[config.mk]
export PLATFORM = sky130hd
export DESIGN_NAME = skipjack_round_ctrl
export DESIGN_NICKNAME = d
export VERILOG_FILES = /design/src/rtl/skipjack_pkg.sv /design/src/rtl/skipjack_round_ctrl.sv
export SDC_FILE = /design/constraint.sdc
export NUM_CORES = 1
export LEC_CHECK = 0
export CAP_MARGIN = 30
export CORE_MARGIN = 4
export CORE_UTILIZATION = 39
export CTS_BUF_LIST = sky130_fd_sc_hd__clkbuf_2
export CTS_CLUSTER_SIZE = 40
export DETAILED_ROUTE_END_ITERATION = 7
export HOLD_SLACK_MARGIN = 0.05
export PLACE_DENSITY = 0.79
export SYNTH_ARGS = -nofsm -noshare
export SYNTH_HDL_FRONTEND = slang
export SYNTH_SLANG_ARGS = --single-unit
[constraint.sdc]
create_clock -name clk -period 2 [get_ports clk]
set_input_delay 0.4 -clock clk [delete_from_list [all_inputs] [get_ports clk]]
set_output_delay 0.4 -clock clk [all_outputs]
set_load 0.02 [all_outputs]
[src/rtl/skipjack_pkg.sv]
`default_nettype none
// ============================================================================
//  Module      : skipjack_pkg
//  Description : Shared types, round constants and the Rule A / Rule B word
//                mixing step used by the Skipjack round controllers.
//  Revision    : 1.0 - initial release
// ============================================================================
package skipjack_pkg;

  localparam int NUM_ROUNDS = 32;
  localparam int RULE_RUN   = 8;

  typedef logic [15:0] word_t;

  typedef enum logic [1:0] {
    IDLE = 2'd0,
    SEND = 2'd1,
    WAIT = 2'd2,
    DONE = 2'd3
  } state_t;

  typedef enum logic {
    RULE_A = 1'b0,
    RULE_B = 1'b1
  } rule_t;

  typedef struct packed {
    word_t w1;
    word_t w2;
    word_t w3;
    word_t w4;
  } words_t;

  // Rule B mixes the *old* w1 into w3, not the G output.
  function automatic words_t rule_step(
    input rule_t rule,
    input word_t w1,
    input word_t w2,
    input word_t w3,
    input word_t w4,
    input word_t g,
    input word_t cnt
  );
    words_t r;
    if (rule == RULE_A) begin
      r.w1 = g ^ w4 ^ cnt;
      r.w2 = g;
      r.w3 = w2;
      r.w4 = w3;
    end else begin
      r.w1 = w4;
      r.w2 = g;
      r.w3 = w1 ^ w2 ^ cnt;
      r.w4 = w3;
    end
    return r;
  endfunction

endpackage
`default_nettype wire

[src/rtl/skipjack_round_ctrl.sv]
`default_nettype none
// ============================================================================
//  Module      : skipjack_round_ctrl
//  Description : Sequences one 64-bit Skipjack encryption through 32 rounds,
//                driving an external G-permutation unit over stream handshakes.
//  Revision    : 1.0 - initial release
// ============================================================================
module skipjack_round_ctrl
  import skipjack_pkg::*;
(
  input  logic        clk,
  input  logic        rst_n,
  input  logic [63:0] s_axis_tdata,
  input  logic        s_axis_tvalid,
  output logic        s_axis_tready,
  input  logic [79:0] key_in,
  output logic [63:0] m_axis_tdata,
  output logic        m_axis_tvalid,
  input  logic        m_axis_tready,
  output logic [15:0] g_m_axis_tdata,
  output logic        g_m_axis_tvalid,
  input  logic        g_m_axis_tready,
  input  logic [15:0] g_s_axis_tdata,
  input  logic        g_s_axis_tvalid,
  output logic        g_s_axis_tready,
  output logic [4:0]  g_counter,
  output logic [79:0] g_key,
  output logic        busy
);

  localparam logic [4:0] c_LAST_ROUND = 5'(NUM_ROUNDS - 1);

  state_t      r_state;
  state_t      w_state_nxt;
  words_t      r_words;
  logic [4:0]  r_round;
  logic [79:0] r_key;
  logic        r_s_tready;

  logic        w_in_hs;
  logic        w_gres_hs;
  logic        w_last;
  rule_t       w_rule;
  word_t       w_cnt;
  words_t      w_words_nxt;

  logic        w_g_m_tvalid;
  logic        w_g_s_tready;
  logic        w_m_tvalid;
  logic        w_busy;

  assign w_in_hs     = s_axis_tvalid && r_s_tready;
  assign w_gres_hs   = (r_state == WAIT) && g_s_axis_tvalid;
  assign w_last      = (r_round == c_LAST_ROUND);
  assign w_rule      = (((int'(r_round) / RULE_RUN) % 2) == 0) ? RULE_A : RULE_B;
  assign w_cnt       = word_t'(r_round) + word_t'(1);
  assign w_words_nxt = rule_step(w_rule, r_words.w1, r_words.w2, r_words.w3,
                                 r_words.w4, g_s_axis_tdata, w_cnt);

  always_comb begin
    w_state_nxt  = r_state;
    w_g_m_tvalid = 1'b0;
    w_g_s_tready = 1'b0;
    w_m_tvalid   = 1'b0;
    w_busy       = 1'b1;
    case (r_state)
      IDLE: begin
        w_busy = 1'b0;
        if (w_in_hs) w_state_nxt = SEND;
      end
      SEND: begin
        w_g_m_tvalid = 1'b1;
        if (g_m_axis_tready) w_state_nxt = WAIT;
      end
      WAIT: begin
        w_g_s_tready = 1'b1;
        if (g_s_axis_tvalid) w_state_nxt = w_last ? DONE : SEND;
      end
      DONE: begin
        w_m_tvalid = 1'b1;
        if (m_axis_tready) w_state_nxt = IDLE;
      end
      default: w_state_nxt = IDLE;
    endcase
  end

  // Ready is registered so it reads 0 for the whole reset pulse and rises
  // on the first edge after release.
  always_ff @(posedge clk or negedge rst_n) begin
    if (!rst_n) begin
      r_state    <= IDLE;
      r_s_tready <= 1'b0;
    end else begin
      r_state    <= w_state_nxt;
      r_s_tready <= (w_state_nxt == IDLE);
    end
  end

  always_ff @(posedge clk or negedge rst_n) begin
    if (!rst_n) begin
      r_words <= '0;
      r_round <= '0;
      r_key   <= '0;
    end else if (w_in_hs) begin
      r_words <= words_t'(s_axis_tdata);
      r_key   <= key_in;
      r_round <= '0;
    end else if (w_gres_hs) begin
      r_words <= w_words_nxt;
      if (!w_last) r_round <= r_round + 5'd1;
    end
  end

  assign s_axis_tready   = r_s_tready;
  assign m_axis_tvalid   = w_m_tvalid;
  assign m_axis_tdata    = w_m_tvalid ? r_words : 64'd0;
  assign g_m_axis_tvalid = w_g_m_tvalid;
  assign g_m_axis_tdata  = r_words.w1;
  assign g_s_axis_tready = w_g_s_tready;
  assign g_counter       = r_round;
  assign g_key           = r_key;
  assign busy            = w_busy;

endmodule
`default_nettype wire
==> flow_metrics.py <==
metrics = {
    "cells_and_area": {
        "layout_commonest_cell": "nand2_1",
        "utilization": 0.632,
        "n_fill_cell": 1610,
        "nNetsFinal": 1395,
        "synthToLayoutAreaGrowth_pct": 58.3,
        "final_layout_size_suffix_gt1_frac": 0.200,
        "layout_common_cells": "nand2_1, clkdlybuf4s50_1, dfrtp_1",
    },
    "yosys": {
        "synth_top_area_cell": "dfrtp_1",
        "synth_area_mm2": 0.00749,
        "synth-seq-area-share": 0.508,
        "synth_nets": 1057,
        "ys_async_sr_fraction": 1.00,
        "avgSynthCellArea_um2": 8.42,
        "yosys-top-cells-area": "dfrtp_1, nand2_1, and3_1",
        "ys_ff_latch": 152,
        "synth_ff_type": "dfrtp_1",
        "ys_warn_count": 0,
        "synth_top_area_share": 0.508,
        "syn_inst": 889,
        "synth.distinct_cells": 33,
        "synth_edf_count": 0,
    },
    "sta": {
        "fmax_mhz": 463,
        "rsz0062_at_grt": "true",
        "drv_slew": 0,
        "setup_viol": 68,
        "maxSlewHeadroom": 0.661,
        "fin_ws_ns": -0.160,
        "post-route-period-util": 1.08,
        "fin_skew_ns": 0.0527,
        "period_needed_ns": 2.16,
        "tightest_slew_ns": 0.508,
        "holdWs_ns": 0.159,
        "hold_viol": 0,
    },
    "setup_path": {
        "crit_arrival_ns": 1.76,
        "crit_slowest_cell": "dfrtp_2",
        "slowest_delay_ns": 0.51,
        "critPathKind": "register to primary output",
        "critical-path-top-delay-family": "flip-flops",
        "end_kind": "primary output",
        "crit_chain": "buf_12 -> clkbuf_16 -> and3_4 -> buf_6",
        "critPathBufInv": 3,
        "r2r_end": "r_words[18]",
        "r2r_slack_ns": 0.10,
        "r2r_cells": 8,
        "cp_max_fo": 5,
        "required_ns": 1.60,
        "cp.depth": 4,
        "worstReg2RegStart": "r_state[1]",
        "start_kind": "register",
    },
    "pwr": {
        "power.leakage_nw": 5.74,
        "p_total_mw": 16.5,
        "p_per_area_mw_per_mm2": 1390,
        "irDropWorstVdd_uv": 571,
    },
    "die": {
        "dieWidth_um": 147,
        "initial_utilization": 0.399,
        "ioPinCount": 336,
        "rows": 50,
        "core-area_mm2": 0.0188,
        "die_area_mm2": 0.0215,
        "die_h_um": 147,
    },
    "clock_network": {
        "cts_buffers": 17,
        "tritoncts": "built",
        "clkSlewWorstSetupHoldPaths_ns": 0.26,
        "cts_max_level": 4,
        "clk_latency_ns": 0.72,
        "cts.sinks": 152,
        "clk_path_buf_depth": 2,
        "cts_root_buf": "clkbuf_2",
    },
    "grt": {
        "antenna_found_initial": 1,
        "grt_pass1_wl_um": 41500,
        "grt_pass1_vias": 7336,
        "grt.total_usage": 0.242,
        "grt_start_max_net_pins": 87,
        "grt_overflow": 0,
    },
    "placed_design": {
        "port_buffers": 335,
        "gp_congestion": 0.864,
        "dpl.hpwl_um": 19200,
    },
    "job": {
        "maxCapViolCount": 0,
    },
    "worst_hold_path": {
        "min_path_type": "input port to asynchronous set/reset pin",
    },
    "drt": {
        "antenna_left": 0,
        "drc": 0,
        "wl_per_cell_um": 18.7,
        "drt_iter0_drc": 523,
        "viasPerCell": 5.06,
        "first_pass_iters": 5,
        "wirelength_um": 27600,
        "vias": 7458,
    },
    "outcome": {
        "violations": "negative setup slack",
        "status": "finished with violations",
    },
}
report_power, final:
part | switching (mW) | internal [mW]
Sequential | 1.22 | 4.52
Clock | 1.18 | 0.586
Combinational | 4.95 | 4.04
cells by family (layout without fill, tap and decap cells):
family	count (synthesis)	in the layout	share of synthesized area
other cells	0	1	0
buf+inv	84	434	0.0545
simple gates	507	507	0.293
fa+ha+maj	2	2	0.00334
flops	152	152	0.508
mux	25	25	0.0334
compound gates	78	78	0.0595
xor+xnor	41	41	0.0480
how the worst max path moves through the flow:
stage	startpoint	endpoint	slack [ns]
2_1_floorplan	g_counter[3]	g_counter[3]	0.005
3_3_place_gp	g_s_axis_tvalid	g_m_axis_tdata[8]	0.06
3_5_place_dp	g_s_axis_tvalid	g_m_axis_tdata[10]	-0.02
4_1_cts	r_state[1]	m_axis_tdata[22]	-0.24
5_1_grt	r_state[1]	m_axis_tdata[37]	-0.28
6_report	r_state[1]	m_axis_tdata[24]	-0.16
through the flow:
step | setup WS [ns] | std cells | area, um^2 | setup TNS (ns)
after floorplan | 0.00510 | 889 | 7510 | 0
after global placement | 0.0609 | 1405 | 11100 | 0
after detailed placement | -0.0247 | 1405 | 11100 | -0.193
after CTS | -0.237 | 1453 | 11400 | -14.08
after global routing | -0.278 | 1474 | 11900 | -17.29
final | -0.160 | 1474 | 11900 | -9.43
metal layers:
metal  vias up  share of wire  GRT usage
met5         -              0          0
met4         0          0.026     0.0724
met3        45          0.053     0.0456
met2       273           0.51      0.408
met1      3595           0.42      0.319
li1       3545              -          -
state kept, by name, indices dropped and copies added, names as in the netlist:
name / count
g_key: 80
r_words: 48
g_m_axis_tdata: 16
g_counter: 5
r_state: 2
s_axis_tready: 1
layout make-up:
type	count	area [um^2]	share of cell area
inverters	2	7.51	0.000633
well taps	234	293	0.0247
clock buffers	18	90.1	0.00760
repair buffers	401	3910	0.330
multi-input cells	653	3590	0.303
flip-flops and latches	152	3810	0.322
clock inverters	13	145	0.0122
diodes	1	2.50	0.000211
cell usage after synthesis (2+ instances only):
master,instances
xnor2_1,34
a21oi_1,9
and2_1,2
nand2b_1,12
o21ai_0,32
a31oi_1,32
nand3_1,11
nor2b_1,4
mux2i_1,25
buf_1,5
nor2_1,40
clkbuf_1,37
buf_2,23
or3b_1,2
a21o_1,2
dfrtp_1,152
ha_1,2
nor3_1,5
inv_1,2
buf_4,17
and3_1,74
nand3b_1,2
xor2_1,7
nand2_1,349
timing repair:
item,4_1_cts,5_1_grt
setup endpoints to repair,170,117
pin swaps,1,3
hold buffers,1,0
setup buffers,16,18
cloned,1,4
resized for setup,494,120
endpoints found under the hold margin,152,0
(Power assumes the default switching activity.)
==> RTL edit 1: new RTL, config.mk and constraints unchanged <==
Put one more register stage on the output `g_counter`, cleared by the reset. The value now appears one clock later. The other outputs are not delayed to match.
--- a/src/rtl/skipjack_round_ctrl.sv
+++ b/src/rtl/skipjack_round_ctrl.sv
@@ -117,7 +117,13 @@
   assign g_m_axis_tvalid = w_g_m_tvalid;
   assign g_m_axis_tdata  = r_words.w1;
   assign g_s_axis_tready = w_g_s_tready;
-  assign g_counter       = r_round;
+  always_ff @(posedge clk or negedge rst_n) begin
+    if (!rst_n) begin
+      g_counter <= '0;
+    end else begin
+      g_counter <= r_round;
+    end
+  end
   assign g_key           = r_key;
   assign busy            = w_busy;
 
Check against the original RTL: not equivalent (Yosys sat finds a counterexample within 10 cycles, from zero or initial values and one cycle with rst_n low).
==> RTL edit 1 against the unedited design <==
  * The flow still finishes with violations (setup timing)
  * Utilization increased by 0.37 points
  * First-iteration DRC count decreased by 25%
  * Synthesized area up 1.7%
  * Cell area increased by 1.6%
  * Worst setup slack got worse by 0.027 ns
  * Clock skew shrank 0.0032 ns
  * Sequential power is 2% higher
  * Routed wire length down 2.3%
  * Sequential cell count increased by 5
  * Power shrank 0.47%
  * Critical endpoint is now m_axis_tdata[39]
  * Highest routed layer unchanged
==> RTL edit 1: results (changes against the unedited design) <==
nFillCells: 1580  # -1.9%
synth_compound_area_share_pct: 5.849  # -0.10 points
path_clk_slew_ns: 0.23  # -0.03 ns
area_growth_pct: 58.14
worst_slack_ns: -0.1871  # -0.02738 ns
drive_gt1_share_pct: 18.38  # -1.6 points
violations: "setup timing"
synthMuxAreaShare_pct: 3.286  # -0.056 points
drtIter0Drc: 390  # -25%
grt_util_all_layers_pct: 23.64  # -0.58 points
ff2ff_setup_slack_ns: 0.07  # -0.03 ns
use_met2_pct: 39.00  # -1.8 points
grt_max_degree: 66  # -24%
place.gp.congestion: 0.8816  # +2.0%
hpwl_um: 19200  # -0.15%
synth_flop_cell: "dfrtp_1"
via_count: 7521  # +0.84%
status: "complete, but fails checks"
synth-xor-area-share_pct: 4.715  # -0.080 points
crit_fanout: 7  # +2
worstHoldPathType: "primary input to flop"
worst-slew-pin-transition_ns: 0.4585  # -0.04956 ns
wl_um: 26930  # -2.3%
yosys-top-cells-count: "nand2_1 (349), dfrtp_1 (157), and3_1 (74), nor2_1 (40), clkbuf_1 (37)"
setup_viol: 68  # unchanged
cts.htree.levels: 4  # unchanged
ir_worst_vdd_mv: 0.6930  # +21%
synth_fp_nets: 1062  # +0.47%
reg2reg_to: "r_round[2]"
skew_ns: 0.04955  # -0.003155 ns
synth_area_leaders: "dfrtp_1 (52%), nand2_1 (17%), and3_1 (6.1%), xnor2_1 (3.9%), mux2i_1 (3.3%)"
cp_data_arrival_time_ns: 1.79  # +0.03 ns
fin_nets: 1391  # -0.29%
use_met3_pct: 6.468  # +1.9 points
grt_use_met1_pct: 29.36  # -2.5 points
ys_seq_area_share_pct: 51.59  # +0.79 points
grt_pass1_vias: 7502  # +2.3%
synth_fa_ha_area_share_pct: 0.3286  # -0.0056 points
r2r-start: "r_round[0]"
leakage_uw: 0.005840  # +1.7%
grt_pass1_wl_um: 40940  # -1.3%
antenna_found_initial: 4  # +3
==> RTL edit 1: cell families (layout without fill, tap and decap cells) <==
kind of cell | count (synthesis) | after routing
buffers and inverters | 84 | 425
AND/OR/NAND/NOR | 507 | 507
adder cells (fa/ha/maj) | 2 | 2
XOR/XNOR | 41 | 41
other | 0 | 4
multiplexers | 25 | 25
flip-flops | 157 | 157
AO/OA/AOI/OAI | 78 | 78
==> RTL edit 1: metrics by stage <==
| stage | instance area, um2 | cells | setup WS [ns] | setup TNS, ns | hold slack, ns |
|---|---|---|---|---|---|
| after floorplan | 7617 | 894 | 0.05350 | 0 | 0.1044 |
| after detailed placement | 11290 | 1435 | 0.02721 | 0 | 0.2760 |
| after global routing | 12040 | 1499 | -0.3011 | -18.76 | 0.09763 |
| after global placement | 11290 | 1435 | 0.04288 | 0 | 0.2760 |
| final | 12040 | 1499 | -0.1871 | -10.22 | 0.1787 |
| after CTS | 11420 | 1481 | -0.2395 | -14.70 | 0.08496 |
==> RTL edit 1: worst max path at each step <==
stage	slack [ns]	endpoint	from	cells after the start
detailed placement	0.03	r_words[20]	g_s_axis_tvalid	5
floorplan	0.05	r_round[3]	r_round[3]	10
global placement	0.04	g_m_axis_tdata[1]	g_s_axis_tvalid	5
global route	-0.30	m_axis_tdata[39]	r_state[1]	4
finish	-0.19	m_axis_tdata[39]	r_state[1]	4
CTS	-0.24	m_axis_tdata[0]	r_state[1]	4
==> RTL edit 1: repair_timing <==
action | CTS | global route
endpoints found under the hold margin | 157 | 0
cloned | 1 | 4
pin swaps | 2 | 1
hold buffers | 2 | 0
setup buffers | 12 | 9
gates resized for setup | 465 | 142
setup endpoints to repair | 171 | 85
==> RTL edit 1: area by class of cell <==
cell class                      instances  share of cell area (%)
Antenna cell                            4                 0.08311
Clock buffer                           20                  0.8311
Timing Repair Buffer                  392                   33.30
Multi-Input combinational cell        653                   29.33
Tap cell                              260                   2.701
Clock inverter                         11                   1.008
Inverter                                2                 0.06233
Sequential cell                       157                   32.69
==> RTL edit 1: where the power goes <==
part	switching, uW	total, uW	internal [uW]
logic	4860	8870	4010
registers	1210	5860	4640
clock network	1130	1710	573
total	7200	16400	9230
==> RTL edit 1: routing by layer <==
metal | up-vias | share of wire (%)
met5 | - | 0
met4 | 0 | 3.4
met3 | 63 | 8.7
met2 | 347 | 48
met1 | 3569 | 40
li1 | 3542 | -
==> RTL edit 1: critical path, cell delays in order, from the launching register on <==
cell and delay (ns):
dfrtp_2 0.48, buf_12 0.16, clkbuf_16 0.15, and3_1 0.16, buf_6 0.13
==> RTL edit 2: new RTL, config.mk and constraints unchanged <==
Made on the original files. Make the reset (`rst_n`) synchronous in 2 clocked blocks.
--- a/src/rtl/skipjack_round_ctrl.sv
+++ b/src/rtl/skipjack_round_ctrl.sv
@@ -86,7 +86,7 @@
 
   // Ready is registered so it reads 0 for the whole reset pulse and rises
   // on the first edge after release.
-  always_ff @(posedge clk or negedge rst_n) begin
+  always_ff @(posedge clk) begin
     if (!rst_n) begin
       r_state    <= IDLE;
       r_s_tready <= 1'b0;
@@ -96,7 +96,7 @@
     end
   end
 
-  always_ff @(posedge clk or negedge rst_n) begin
+  always_ff @(posedge clk) begin
     if (!rst_n) begin
       r_words <= '0;
       r_round <= '0;
Behaviour: differs if rst_n is asserted again (counterexample within 4 cycles, from zero or initial values and one cycle with rst_n low); with rst_n held inactive, the same outputs for 4 cycles.
==> RTL edit 2 against the unedited design <==
  * Cell area is 4.2% lower
  * Routed wire length shrank 3.3%
  * Worst setup slack got worse by 0.0047 ns
  * Sequential cell count stayed put
  * The flow still finishes with violations (setup timing)
  * Synthesized area is 2.7% lower
  * Global-route usage shrank 0.16 points
Power is not compared: it rests on default switching activity, and its combinational part moved more than twofold at a synthesized area within 25%.
==> RTL edit 2: results (changes against the unedited design) <==
r2r-start: "g_counter[1]"
hp-start: "s_axis_tdata[54]"
startpoint: "r_state[0]"
async_flop_share_pct: 0  # -100 points
setup_viol: 68  # unchanged
grt_pass1_wl_um: 39490  # -4.8%
synth_compound_area_share_pct: 17.78  # +12 points
clock_latency_ns: 0.70  # -0.02 ns
whs_ns: 0.2087  # +0.04969 ns
synth_area_leaders: "dfxtp_1 (42%), nand2_1 (14%), a21oi_1 (6.9%), a311oi_2 (6.0%), and3_1 (5.8%)"
m1WireLength_um: 10930  # -4.7%
viasPerCell: 5.249  # +3.7%
slew_headroom_pct: 64.48  # -1.6 points
p_sw_share_pct: 32.91
crit_fanout: 7  # +2
ys_seq_area_share_pct: 41.78  # -9.0 points
r2r_cells: 7  # -1
drc_errors: 0  # unchanged
pre_cts_ws_ns: -0.009542  # +0.01519 ns
p_comb_share_pct: 22.5
synth_fp_nets: 1096  # +3.7%
stdcell_count: 1462  # -0.81%
synth-xor-area-share_pct: 4.209  # -0.59 points
synth_flop_cell: "dfxtp_1"
synthMuxAreaShare_pct: 1.546  # -1.8 points
dpl-instance-area_um2: 10810  # -2.5%
synth_fa_ha_area_share_pct: 0.3436  # +0.0094 points
grt_use_met1_pct: 30.19  # -1.7 points
use_met3_pct: 5.817  # +1.3 points
violations: "setup timing"
hpwl_um: 18320  # -4.7%
tns_ns: -6.729  # +2.701 ns
max_stage_delay_ns: 0.45  # -0.06 ns
grt_pass1_vias: 7294  # -0.57%
cp-endpoint: "m_axis_tdata[23]"
status: "complete, but fails checks"
cpMaxStageDelayCell: "dfxtp_4"
wl_met2_um: 12630  # -9.4%
grt_util_all_layers_pct: 24.06  # -0.16 points
yosysUniqueCellTypes: 38  # +15%
dr_wl_met3_um: 2221  # +53%
reg2reg_to: "r_words[20]"
drive_gt1_share_pct: 18.28  # -1.7 points
worstHoldPathType: "primary input to flop"
yosys-top-cells-count: "nand2_1 (262), dfxtp_1 (152), a21oi_1 (101), nor2_1 (69), and3_1 (67)"
pwr-share-clk_pct: 26.9
yosysTopAreaCellShare_pct: 41.78  # -9.0 points
drtIter0Drc: 497  # -5.0%
firstDrtPassIters: 5  # unchanged
use_met2_pct: 39.43  # -1.3 points
skew_ns: 0.05042  # -0.002287 ns
place.gp.congestion: 0.8658  # +0.17%
grt_max_degree: 63  # -28%
avgSynthCellArea_um2: 7.848  # -6.8%
placed_cells: 1420  # +1.1%
worst_slack_ns: -0.1644  # -0.004689 ns
critPathTopFamily: "flip-flops"
antenna_found_initial: 2  # +1
==> RTL edit 2: cell types whose count changed after synthesis, moves of 12 or more <==
cell,before,now
dfrtp_1,152,0
dfxtp_1,0,152
a21oi_1,9,101
nand2_1,349,262
a31oi_1,32,0
a311oi_2,0,29
nor2_1,40,69
o21ai_0,32,3
a211o_1,0,21
clkbuf_1,37,53
mux2i_1,25,9
xnor2_1,34,20
nor2b_1,4,16
==> RTL edit 2: area by class of cell <==
cell class / count / area, um2
Fill cell: 1599 / 6792
Multi-Input combinational cell: 673 / 3892
Timing Repair Buffer: 370 / 3839
Sequential cell: 152 / 3075
Tap cell: 229 / 286.5
Clock inverter: 15 / 155.1
Clock buffer: 17 / 85.08
Inverter: 4 / 17.52
Antenna cell: 2 / 5.005
==> RTL edit 2: timing repair <==
item / in CTS / in global routing
resized for setup: 474 / 49
gates cloned: 4 / 2
buffers inserted: 2 / 0
hold buffers: 0 / 0
endpoints found under the hold margin: 0 / 0
pin swaps: 3 / 18
setup endpoints to repair: 170 / 90
